`config.mk`:
```
export PLATFORM = sky130hd
export DESIGN_NAME = ram_rr_arbiter_flat
export DESIGN_NICKNAME = d
export VERILOG_FILES = /design/src/rtl/ram_arb_pkg.sv /design/src/rtl/ram_rr_arbiter_if.sv /design/src/rtl/rr_pick.sv /design/src/rtl/ram_rr_arbiter.sv /design/src/flat_wrapper.sv
export SDC_FILE = /design/constraint.sdc
export NUM_CORES = 1
export LEC_CHECK = 0
export ABC_AREA = 1
export BUFFER_PORTS_ARGS = -buffer_cell sky130_fd_sc_hd__buf_2
export CAP_MARGIN = 0
export CORE_UTILIZATION = 40
export CTS_BUF_LIST = sky130_fd_sc_hd__clkbuf_4 sky130_fd_sc_hd__clkbuf_8 sky130_fd_sc_hd__clkbuf_16
export DETAILED_ROUTE_END_ITERATION = 7
export PLACE_DENSITY = 0.85
export SLEW_MARGIN = 15
export SYNTH_ARGS = -nofsm -noshare
export SYNTH_HDL_FRONTEND = slang
export SYNTH_SLANG_ARGS = --single-unit
export TNS_END_PERCENT = 20
```
`constraint.sdc`:
```
create_clock -name clk -period 2.25 [get_ports clk]
set_clock_uncertainty 0.15 [all_clocks]
set_input_delay 0.45 -clock clk [delete_from_list [all_inputs] [get_ports clk]]
set_output_delay 0.45 -clock clk [all_outputs]
set_load 0.03 [all_outputs]
```
`src/rtl/ram_arb_pkg.sv`:
```
// Shared definitions for the RAM-sharing arbiter family: default widths,
// request record layout and the requester-ID width helper.
package ram_arb_pkg;

  localparam int DEF_NUM_REQ    = 2;
  localparam int DEF_DATA_WIDTH = 8;
  localparam int DEF_ADDR_WIDTH = 4;

  typedef struct packed {
    logic                      we;
    logic [DEF_ADDR_WIDTH-1:0] addr;
    logic [DEF_DATA_WIDTH-1:0] wdata;
  } req_t;

  // A single requester still needs one ID bit so owner registers never collapse to zero width.
  function automatic int id_width(input int n);
    return (n <= 1) ? 1 : $clog2(n);
  endfunction

endpackage

```
`src/rtl/ram_rr_arbiter_if.sv`:
```
// Requester and RAM-side bundle of the shared-RAM arbiter; the arbiter is the
// slave, requesters plus the RAM model together form the master side.
interface ram_rr_arbiter_if
  import ram_arb_pkg::*;
#(
  parameter int NUM_REQ    = DEF_NUM_REQ,
  parameter int DATA_WIDTH = DEF_DATA_WIDTH,
  parameter int ADDR_WIDTH = DEF_ADDR_WIDTH
);

  logic [NUM_REQ-1:0]            req_valid;
  logic [NUM_REQ-1:0]            req_we;
  logic [NUM_REQ*ADDR_WIDTH-1:0] req_addr;
  logic [NUM_REQ*DATA_WIDTH-1:0] req_wdata;
  logic [NUM_REQ-1:0]            req_ready;
  logic [NUM_REQ-1:0]            rsp_valid;
  logic [DATA_WIDTH-1:0]         rsp_rdata;
  logic                          ram_we;
  logic                          ram_re;
  logic [ADDR_WIDTH-1:0]         ram_addr;
  logic [DATA_WIDTH-1:0]         ram_wdata;
  logic [DATA_WIDTH-1:0]         ram_rdata;

  modport slave (
    input  req_valid, req_we, req_addr, req_wdata, ram_rdata,
    output req_ready, rsp_valid, rsp_rdata, ram_we, ram_re, ram_addr, ram_wdata
  );

  modport master (
    output req_valid, req_we, req_addr, req_wdata, ram_rdata,
    input  req_ready, rsp_valid, rsp_rdata, ram_we, ram_re, ram_addr, ram_wdata
  );

endinterface

```
`src/rtl/rr_pick.sv`:
```
// Rotate-priority encoder: first set request at or after ptr (wrapping) wins.
// Purely combinational so callers can fold it into their own issue cycle.
module rr_pick
  import ram_arb_pkg::*;
#(
  parameter  int NUM_REQ = DEF_NUM_REQ,
  localparam int IDW     = id_width(NUM_REQ)
) (
  input  logic [NUM_REQ-1:0] req,
  input  logic [IDW-1:0]     ptr,
  output logic [NUM_REQ-1:0] gnt,
  output logic [IDW-1:0]     idx,
  output logic               any
);

  localparam logic [IDW:0] NREQ_W = (IDW + 1)'(NUM_REQ);

  logic [2*NUM_REQ-1:0] req_dbl;
  logic [NUM_REQ-1:0]   req_rot;
  logic [IDW-1:0]       off;
  logic [IDW:0]         sum;

  assign req_dbl = {req, req};
  assign any     = |req;

  always_comb begin
    req_rot = NUM_REQ'(req_dbl >> ptr);
    off     = '0;
    // Scan downward so the lowest rotated position (closest to ptr) is the last writer.
    for (int i = NUM_REQ - 1; i >= 0; i--) begin
      if (req_rot[i]) off = IDW'(i);
    end
    sum = {1'b0, ptr} + {1'b0, off};
    if (sum >= NREQ_W) sum = sum - NREQ_W;
    idx = sum[IDW-1:0];
    gnt = any ? ({{(NUM_REQ - 1){1'b0}}, 1'b1} << idx) : '0;
  end

endmodule

```
`src/rtl/ram_rr_arbiter.sv`:
```
// Round-robin sequencer sharing one single-port synchronous RAM among NUM_REQ
// requesters; issues one access per cycle and steers read data to its owner.
module ram_rr_arbiter
  import ram_arb_pkg::*;
#(
  parameter int NUM_REQ    = DEF_NUM_REQ,
  parameter int DATA_WIDTH = DEF_DATA_WIDTH,
  parameter int ADDR_WIDTH = DEF_ADDR_WIDTH
) (
  input  logic            clk,
  input  logic            rst_n,
  ram_rr_arbiter_if.slave bus
);

  localparam int             IDW      = id_width(NUM_REQ);
  localparam logic [IDW-1:0] LAST_IDX = IDW'(NUM_REQ - 1);

  logic [ADDR_WIDTH-1:0] addr_a  [NUM_REQ];
  logic [DATA_WIDTH-1:0] wdata_a [NUM_REQ];

  for (genvar g = 0; g < NUM_REQ; g++) begin : g_unpack
    assign addr_a[g]  = bus.req_addr[g*ADDR_WIDTH +: ADDR_WIDTH];
    assign wdata_a[g] = bus.req_wdata[g*DATA_WIDTH +: DATA_WIDTH];
  end

  logic [IDW-1:0]        ptr_q, ptr_d;
  logic                  ram_we_q, ram_we_d;
  logic                  ram_re_q, ram_re_d;
  logic [ADDR_WIDTH-1:0] ram_addr_q, ram_addr_d;
  logic [DATA_WIDTH-1:0] ram_wdata_q, ram_wdata_d;
  logic [IDW-1:0]        iss_owner_q, iss_owner_d;
  logic                  rsp_vld_q, rsp_vld_d;
  logic [IDW-1:0]        rsp_owner_q, rsp_owner_d;

  logic [NUM_REQ-1:0]    pick_gnt;
  logic [IDW-1:0]        pick_idx;
  logic                  pick_any;
  logic                  accept;

  rr_pick #(.NUM_REQ(NUM_REQ)) u_pick (
    .req (bus.req_valid),
    .ptr (ptr_q),
    .gnt (pick_gnt),
    .idx (pick_idx),
    .any (pick_any)
  );

  // Grants are masked while reset is held so nothing is accepted that the reset edge would drop.
  assign accept        = rst_n && pick_any;
  assign bus.req_ready = rst_n ? pick_gnt : '0;

  always_comb begin
    ptr_d       = ptr_q;
    ram_we_d    = 1'b0;
    ram_re_d    = 1'b0;
    ram_addr_d  = ram_addr_q;
    ram_wdata_d = ram_wdata_q;
    iss_owner_d = iss_owner_q;
    if (accept) begin
      ptr_d       = (pick_idx == LAST_IDX) ? '0 : pick_idx + IDW'(1);
      ram_we_d    = bus.req_we[pick_idx];
      ram_re_d    = ~bus.req_we[pick_idx];
      ram_addr_d  = addr_a[pick_idx];
      ram_wdata_d = wdata_a[pick_idx];
      iss_owner_d = pick_idx;
    end
    // Owner rides one stage behind the RAM read so it lines up with ram_rdata.
    rsp_vld_d   = ram_re_q;
    rsp_owner_d = iss_owner_q;
  end

  always_ff @(posedge clk) begin
    if (!rst_n) begin
      ptr_q       <= '0;
      ram_we_q    <= 1'b0;
      ram_re_q    <= 1'b0;
      ram_addr_q  <= '0;
      ram_wdata_q <= '0;
      iss_owner_q <= '0;
      rsp_vld_q   <= 1'b0;
      rsp_owner_q <= '0;
    end else begin
      ptr_q       <= ptr_d;
      ram_we_q    <= ram_we_d;
      ram_re_q    <= ram_re_d;
      ram_addr_q  <= ram_addr_d;
      ram_wdata_q <= ram_wdata_d;
      iss_owner_q <= iss_owner_d;
      rsp_vld_q   <= rsp_vld_d;
      rsp_owner_q <= rsp_owner_d;
    end
  end

  assign bus.ram_we    = ram_we_q;
  assign bus.ram_re    = ram_re_q;
  assign bus.ram_addr  = ram_addr_q;
  assign bus.ram_wdata = ram_wdata_q;
  // RAM data arrives in the same cycle as the registered owner strobe; gate it so idle reads as zero.
  assign bus.rsp_valid = rsp_vld_q ? ({{(NUM_REQ - 1){1'b0}}, 1'b1} << rsp_owner_q) : '0;
  assign bus.rsp_rdata = rsp_vld_q ? bus.ram_rdata : '0;

  for (genvar g = 0; g < NUM_REQ; g++) begin : g_hold
    a_req_hold: assert property (@(posedge clk) disable iff (!rst_n)
      (bus.req_valid[g] && !bus.req_ready[g]) |=>
        (bus.req_valid[g] && $stable(bus.req_we[g]) && $stable(addr_a[g]) && $stable(wdata_a[g])));
  end

  a_gnt_onehot: assert property (@(posedge clk) $onehot0(bus.req_ready));

endmodule

```
`src/flat_wrapper.sv`:
```
// flat-port wrapper written by rule: the top's interface ports become plain ports
module ram_rr_arbiter_flat import ram_arb_pkg::*;
#(
  parameter int NUM_REQ    = DEF_NUM_REQ,
  parameter int DATA_WIDTH = DEF_DATA_WIDTH,
  parameter int ADDR_WIDTH = DEF_ADDR_WIDTH
)
  (clk, rst_n, bus_req_valid, bus_req_we, bus_req_addr, bus_req_wdata, bus_ram_rdata, bus_req_ready, bus_rsp_valid, bus_rsp_rdata, bus_ram_we, bus_ram_re, bus_ram_addr, bus_ram_wdata);
  ram_rr_arbiter_if #(.NUM_REQ(NUM_REQ), .DATA_WIDTH(DATA_WIDTH), .ADDR_WIDTH(ADDR_WIDTH)) bus_i ();
  input  logic clk;
  input  logic rst_n;
  input wire logic [$bits(bus_i.req_valid)-1:0] bus_req_valid;
  input wire logic [$bits(bus_i.req_we)-1:0] bus_req_we;
  input wire logic [$bits(bus_i.req_addr)-1:0] bus_req_addr;
  input wire logic [$bits(bus_i.req_wdata)-1:0] bus_req_wdata;
  input wire logic [$bits(bus_i.ram_rdata)-1:0] bus_ram_rdata;
  output wire logic [$bits(bus_i.req_ready)-1:0] bus_req_ready;
  output wire logic [$bits(bus_i.rsp_valid)-1:0] bus_rsp_valid;
  output wire logic [$bits(bus_i.rsp_rdata)-1:0] bus_rsp_rdata;
  output wire logic [$bits(bus_i.ram_we)-1:0] bus_ram_we;
  output wire logic [$bits(bus_i.ram_re)-1:0] bus_ram_re;
  output wire logic [$bits(bus_i.ram_addr)-1:0] bus_ram_addr;
  output wire logic [$bits(bus_i.ram_wdata)-1:0] bus_ram_wdata;
  assign bus_i.req_valid = bus_req_valid;
  assign bus_i.req_we = bus_req_we;
  assign bus_i.req_addr = bus_req_addr;
  assign bus_i.req_wdata = bus_req_wdata;
  assign bus_i.ram_rdata = bus_ram_rdata;
  assign bus_req_ready = bus_i.req_ready;
  assign bus_rsp_valid = bus_i.rsp_valid;
  assign bus_rsp_rdata = bus_i.rsp_rdata;
  assign bus_ram_we = bus_i.ram_we;
  assign bus_ram_re = bus_i.ram_re;
  assign bus_ram_addr = bus_i.ram_addr;
  assign bus_ram_wdata = bus_i.ram_wdata;
  ram_rr_arbiter #(.NUM_REQ(NUM_REQ), .DATA_WIDTH(DATA_WIDTH), .ADDR_WIDTH(ADDR_WIDTH)) u_core (.clk(clk), .rst_n(rst_n), .bus(bus_i));
endmodule
```
* After elaboration in Yosys (flattened, before gate mapping)
Cells that the tools add are included.
Widths: inputs -> output; s select.
** Cells by class
- Order comparisons :: 3
- Shift operators :: 3
- Divide/modulo/power cells :: 0
- Eq/ne operators :: 0
- Multipliers :: 0
- Bitwise operators :: 2
- Muxes and demuxes :: 16
- Reduce and logical (&&, ||, !) cells :: 3
- Add/sub/neg operators :: 3
** Operators with widths (count)
- $mux 8 :: 4
- $mux 4 :: 3
- $mux 1 :: 6
- $mux 2 :: 3
- $ge 2x2->1 const B :: 2
- $shl 1x1->2 const A :: 2
- $shr 4x1->2 :: 1
- $add 1x1->2 :: 1
- $lt 1x2->1 const B :: 1
- $not 1->2 :: 1
- $reduce_and 2->1 :: 1
- $reduce_or 2->1 :: 1
- $add 1x1->1 const B :: 1
- $logic_and 1x1->1 :: 1
- $not 1->1 :: 1
- $sub 1x1->1 const B :: 1
** Storage, ports and cells
- Register bits after elaboration :: 18
- Memories :: 0
- Memory bits (read-only) :: 0
- Input port bits :: 38
- Word-level logic and storage cells :: 38
- Output and inout port bits :: 26
- Memory bits (writable) :: 0
- Bits in latches :: 0

* Longest topological paths before layout
- Word-level depth :: 10
- Mapped depth :: 6
- Mapped depth without buffers :: 6

* By module
Synthesis repeated with hierarchy kept, for this count alone.
** Second synthesis, totals
- Cells, all modules :: 147
- Area, all modules :: 939.7 um2
** By module, submodules not included
- ram_rr_arbiter :: area each 902.1 um2, cells an instance 138, seq. area each 360.3 um2, instances 1
- rr_pick :: area each 37.5 um2, cells an instance 9, seq. area each 0.0 um2, instances 1

* Least setup slack after synthesis
OpenSTA, ideal clock, no wires.
- Kind :: input -> output
- Start point :: input bus_req_valid[0]
- End point :: output bus_req_ready[1]
- Arrival time :: 1364 ps
- Data required time :: 1650 ps
- Path buffers :: 1
- Cell stages on the path :: 4
- Path slack :: 286 ps
- Cell sequence :: buf_4 > o21ai_4 > nand2_4 > nor2_1
** On the way
- Word-level cells in the longest chain between the ends :: 9
- Elaborated cells between the ends (all ways) :: 11
- Those cells by class :: add/sub (2); order compare (1); shift (2); mux (5); reduce/logical (1)
** RTL lines
- start, declared :: line flat_wrapper.sv:12 : input wire logic [$bits(bus_i.req_valid)-1:0] bus_req_valid;
- $shr 4x1->2 :: line rr_pick.sv:27 : req_rot = NUM_REQ'(req_dbl >> ptr);
- $mux 1 (2 in series) :: line rr_pick.sv:31 : if (req_rot[i]) off = IDW'(i);
- $add 1x1->2 :: line rr_pick.sv:33 : sum = {1'b0, ptr} + {1'b0, off};
- $ge 2x2->1 / $sub 1x1->1 (equally long branches) :: line rr_pick.sv:34 : if (sum >= NREQ_W) sum = sum - NREQ_W;
- $mux 1 :: line rr_pick.sv:34
- $shl 1x1->2 :: line rr_pick.sv:36 : gnt = any ? ({{(NUM_REQ - 1){1'b0}}, 1'b1} << idx) : '0;
- $mux 2 * :: line rr_pick.sv:36
- $mux 2 * :: line ram_rr_arbiter.sv:50 : assign bus.req_ready = rst_n ? pick_gnt : '0;
- end, declared :: line flat_wrapper.sv:17 : output wire logic [$bits(bus_i.req_ready)-1:0] bus_req_ready;
Mark *: on every way between the ends. The rest lies on a longest branch, timed or not.

* Worst setup path after layout
- Start point :: register u_core.ptr_q
- End point :: output bus_req_ready[1]
** On the way
- Word-level cells in the longest chain between the ends :: 9
- Elaborated cells between the ends (all ways) :: 10
- Those cells by class :: add/sub (2); order compare (1); shift (2); mux (5)
** RTL lines
- start, declared :: line ram_rr_arbiter.sv:26 : logic [IDW-1:0] ptr_q, ptr_d;
- start signal, assigned :: line ram_rr_arbiter.sv:83 : ptr_q <= ptr_d;
- $shr 4x1->2 :: line rr_pick.sv:27
- $mux 1 (2 in series) :: line rr_pick.sv:31
- $add 1x1->2 * :: line rr_pick.sv:33
- $ge 2x2->1 / $sub 1x1->1 (equally long branches) :: line rr_pick.sv:34
- $mux 1 * :: line rr_pick.sv:34
- $shl 1x1->2 * :: line rr_pick.sv:36
- $mux 2 * :: line rr_pick.sv:36
- $mux 2 * :: line ram_rr_arbiter.sv:50
Marks and branches as above.

==> impl_metrics.py <==
metrics = {
    "clocking": {
        "cts_htree_levels": 1,
        "root_buffer": "clkbuf_4",
        "clock_sinks": 18,
        "cts_tree": "yes",
        "clockBufferDepth": 2,
        "clk_latency_ns": 0.29,
        "clk_pin_slew_ns": 0.11,
        "cts_hold_buf": 0,
        "cts_setup_buffers": 0,
        "cts_buffers": 3,
        "post_cts_resized": 0,
    },
    "floorplanning": {
        "die_x_um": 50.7,
        "die_h_um": 50.7,
        "rows": 17,
        "io_pins": 64,
        "start_util_pct": 42.5,
        "dieArea_sq_um": 2570,
        "core_sq_um": 2230,
    },
    "placement": {
        "numPortBuffers": 63,
        "dpl-instance-area_sq_um": 1280,
        "pre_cts_ws_ns": 0.317,
        "hpwl_mm": 1.68,
        "globalplace.congestion": 0.780,
    },
    "global_route": {
        "grt_pass1_vias": 916,
        "grt_util_all_layers_pct": 18.3,
        "antenna_found_initial": 0,
        "grt_overflow": 0,
        "grt_max_degree": 14,
        "grt_pass1_wl_mm": 3.59,
    },
    "critical_path": {
        "critPathKind": "reg -> out",
        "start_kind": "flop",
        "cpPeakStageDelay_ns": 0.38,
        "endpoint_kind": "output pin",
        "crit_arrival_ns": 1.35,
        "r2r-start": "u_core.ptr_q",
        "critPathLaunch": "u_core.ptr_q",
        "critPathMaxFanout": 9,
        "critPathRequiredTime_ns": 1.65,
        "crit_chain": "inv_1 > o21ai_4 > nand2_4 > nor2_1 > buf_2",
        "crit_path_top_delay_cell": "dfxtp_1",
    },
    "layout": {
        "syn2layout_area_growth_pct": 39.0,
        "fin_util_pct": 59.0,
        "drive_above_1_share_pct": 34.9,
        "final_area_sq_um": 1320,
        "nNetsFinal": 254,
        "diodes": 0,
        "fillers": 222,
    },
    "drt": {
        "detail_route.wl_per_cell_um": 8.67,
        "postRouteAntennaNets": 0,
        "wl_mm": 2.11,
        "first_pass_iters": 4,
        "drc_errors": 0,
        "viasPerCell": 4.38,
        "num_vias": 1064,
        "drt-initial-drc-count": 14,
    },
    "worst_hold_path": {
        "hold_class": "in -> reg",
        "hp-start": "bus_req_addr[4]",
    },
    "outcome": {
        "outcome": "finished, final reports clean",
    },
    "timing": {
        "period_needed_ns": 1.95,
        "rsz0062_at_grt": "no",
        "fmax_ghz": 0.513,
        "finalSetupTns_ns": 0,
        "fin_hold_ws_ns": 0.267,
        "tightest_slew_ns": 0.377,
        "setup_ws_ns": 0.302,
        "slew_headroom_pct": 74.9,
        "setup_violations": 0,
        "min_period_over_period_pct": 86.6,
        "timing_hold_violations_final": 0,
        "report.final.slew_viol_count": 0,
    },
    "logic_synthesis": {
        "ys_types": 20,
        "netlist_instances": 151,
        "synthTopCellsByArea": "dfxtp_1 38%, nand2_1 16%, inv_1 14%",
        "synthSimpleGateAreaFrac_pct": 36.8,
        "synth_top_family_by_area": "simple AND/OR/NAND/NOR gates",
        "synth-seq-area-share_pct": 38.0,
        "synth_fa_ha_area_share_pct": 0,
        "syn_avg_cell_area_sq_um": 6.28,
        "ys_ff_latch": 18,
        "synth-xor-area-share_pct": 0,
        "yosysTopAreaCell": "dfxtp_1",
        "syn-num-nets": 189,
        "synth_top_area_share_pct": 38.0,
        "synthMuxAreaShare_pct": 0,
        "syn_area_sq_um": 948,
        "synth_compound_area_share_pct": 8.44,
        "ys.warnings.count": 0,
    },
    "pwr": {
        "power_density_nw_per_um2": 576,
        "ir_drop_mv": 0.386,
        "leakage_uw": 0.000858,
    },
    "flow_run": {
        "drv_cap": 0,
    },
}
==> layout by cell type, fill, tap and decap left out, types with 2 or more instances in the layout <==
master / Yosys / routed
buf_2: 1 / 63
nand2_1: 41 / 41
inv_1: 36 / 36
nand3_1: 19 / 19
dfxtp_1: 18 / 18
nor2_1: 14 / 14
a21oi_1: 7 / 7
clkbuf_4: 0 / 3
inv_2: 2 / 2
nand4_1: 2 / 2
==> area by class of cell <==
type / instances / area, sq um / share of cell area, %
Clock buffer: 4 / 36.3 / 2.75
Inverter: 38 / 143 / 10.8
Timing Repair Buffer: 63 / 315 / 23.9
Sequential cell: 18 / 360 / 27.3
Multi-Input combinational cell: 92 / 429 / 32.5
Tap cell: 28 / 35.0 / 2.66
==> where the power goes <==
group          internal, uW  total (uW)  switching, uW
clock                  98.4         197           98.8
combinational          71.7         206            135
sequential              344         356           12.4
total                   514         760            246
==> worst paths after layout <==
check	to	slack, ns	cells past startpoint
worst min register to register	u_core.rsp_owner_q	0.28	2
worst min-delay path	u_core.bus.ram_addr[0]	0.27	3
worst max-delay path	bus_req_ready[1]	0.30	5
worst max register to register	u_core.bus.ram_addr[1]	0.98	4
==> registers in the layout, summed over array words and instances, names as in the netlist <==
name and count:
u_core.bus.ram_we 1, u_core.rsp_vld_q 1, u_core.iss_owner_q 1, u_core.bus.ram_wdata 8, u_core.rsp_owner_q 1, u_core.bus.ram_addr 4, u_core.bus.ram_re 1, u_core.ptr_q 1
==> through the flow <==
step / power [uW] / instances
floorplan: 499 / 151
global placement: 568 / 239
detailed placement: 571 / 239
CTS: 766 / 243
global route: 806 / 243
finish: 760 / 243
==> layer usage <==
layer  up-vias  share of wire, %  GRT usage [%]
li1        583                 -              -
met1       435                44           20.4
met2        44                48           33.3
met3         2               7.6           4.24
met4         0              0.71           6.94
met5         -                 0              0
==> kinds of logic after synthesis <==
family                 after synthesis
AND/OR/NAND/NOR                     80
AO/OA/AOI/OAI                       12
flip-flops                          18
buffers and inverters               41
==> worst max-delay path: cells and delay by family (launching register included) <==
kind	cells	cell delay, ns
DFF	1	0.38
AOI/OAI and AO/OA	1	0.13
buffers and inverters	2	0.31
and+or+nand+nor	2	0.22
==> synth_stat cells, drive strengths merged <==
cell and count:
nand3 20, nand2 42, buf 2, nor2 15, clkbuf 1, nand3b 1
nand4 2, dfxtp 18, o21ai 3, inv 38, a21oi 8, o22ai 1
Note: power is estimated with default switching activity, not from simulation.
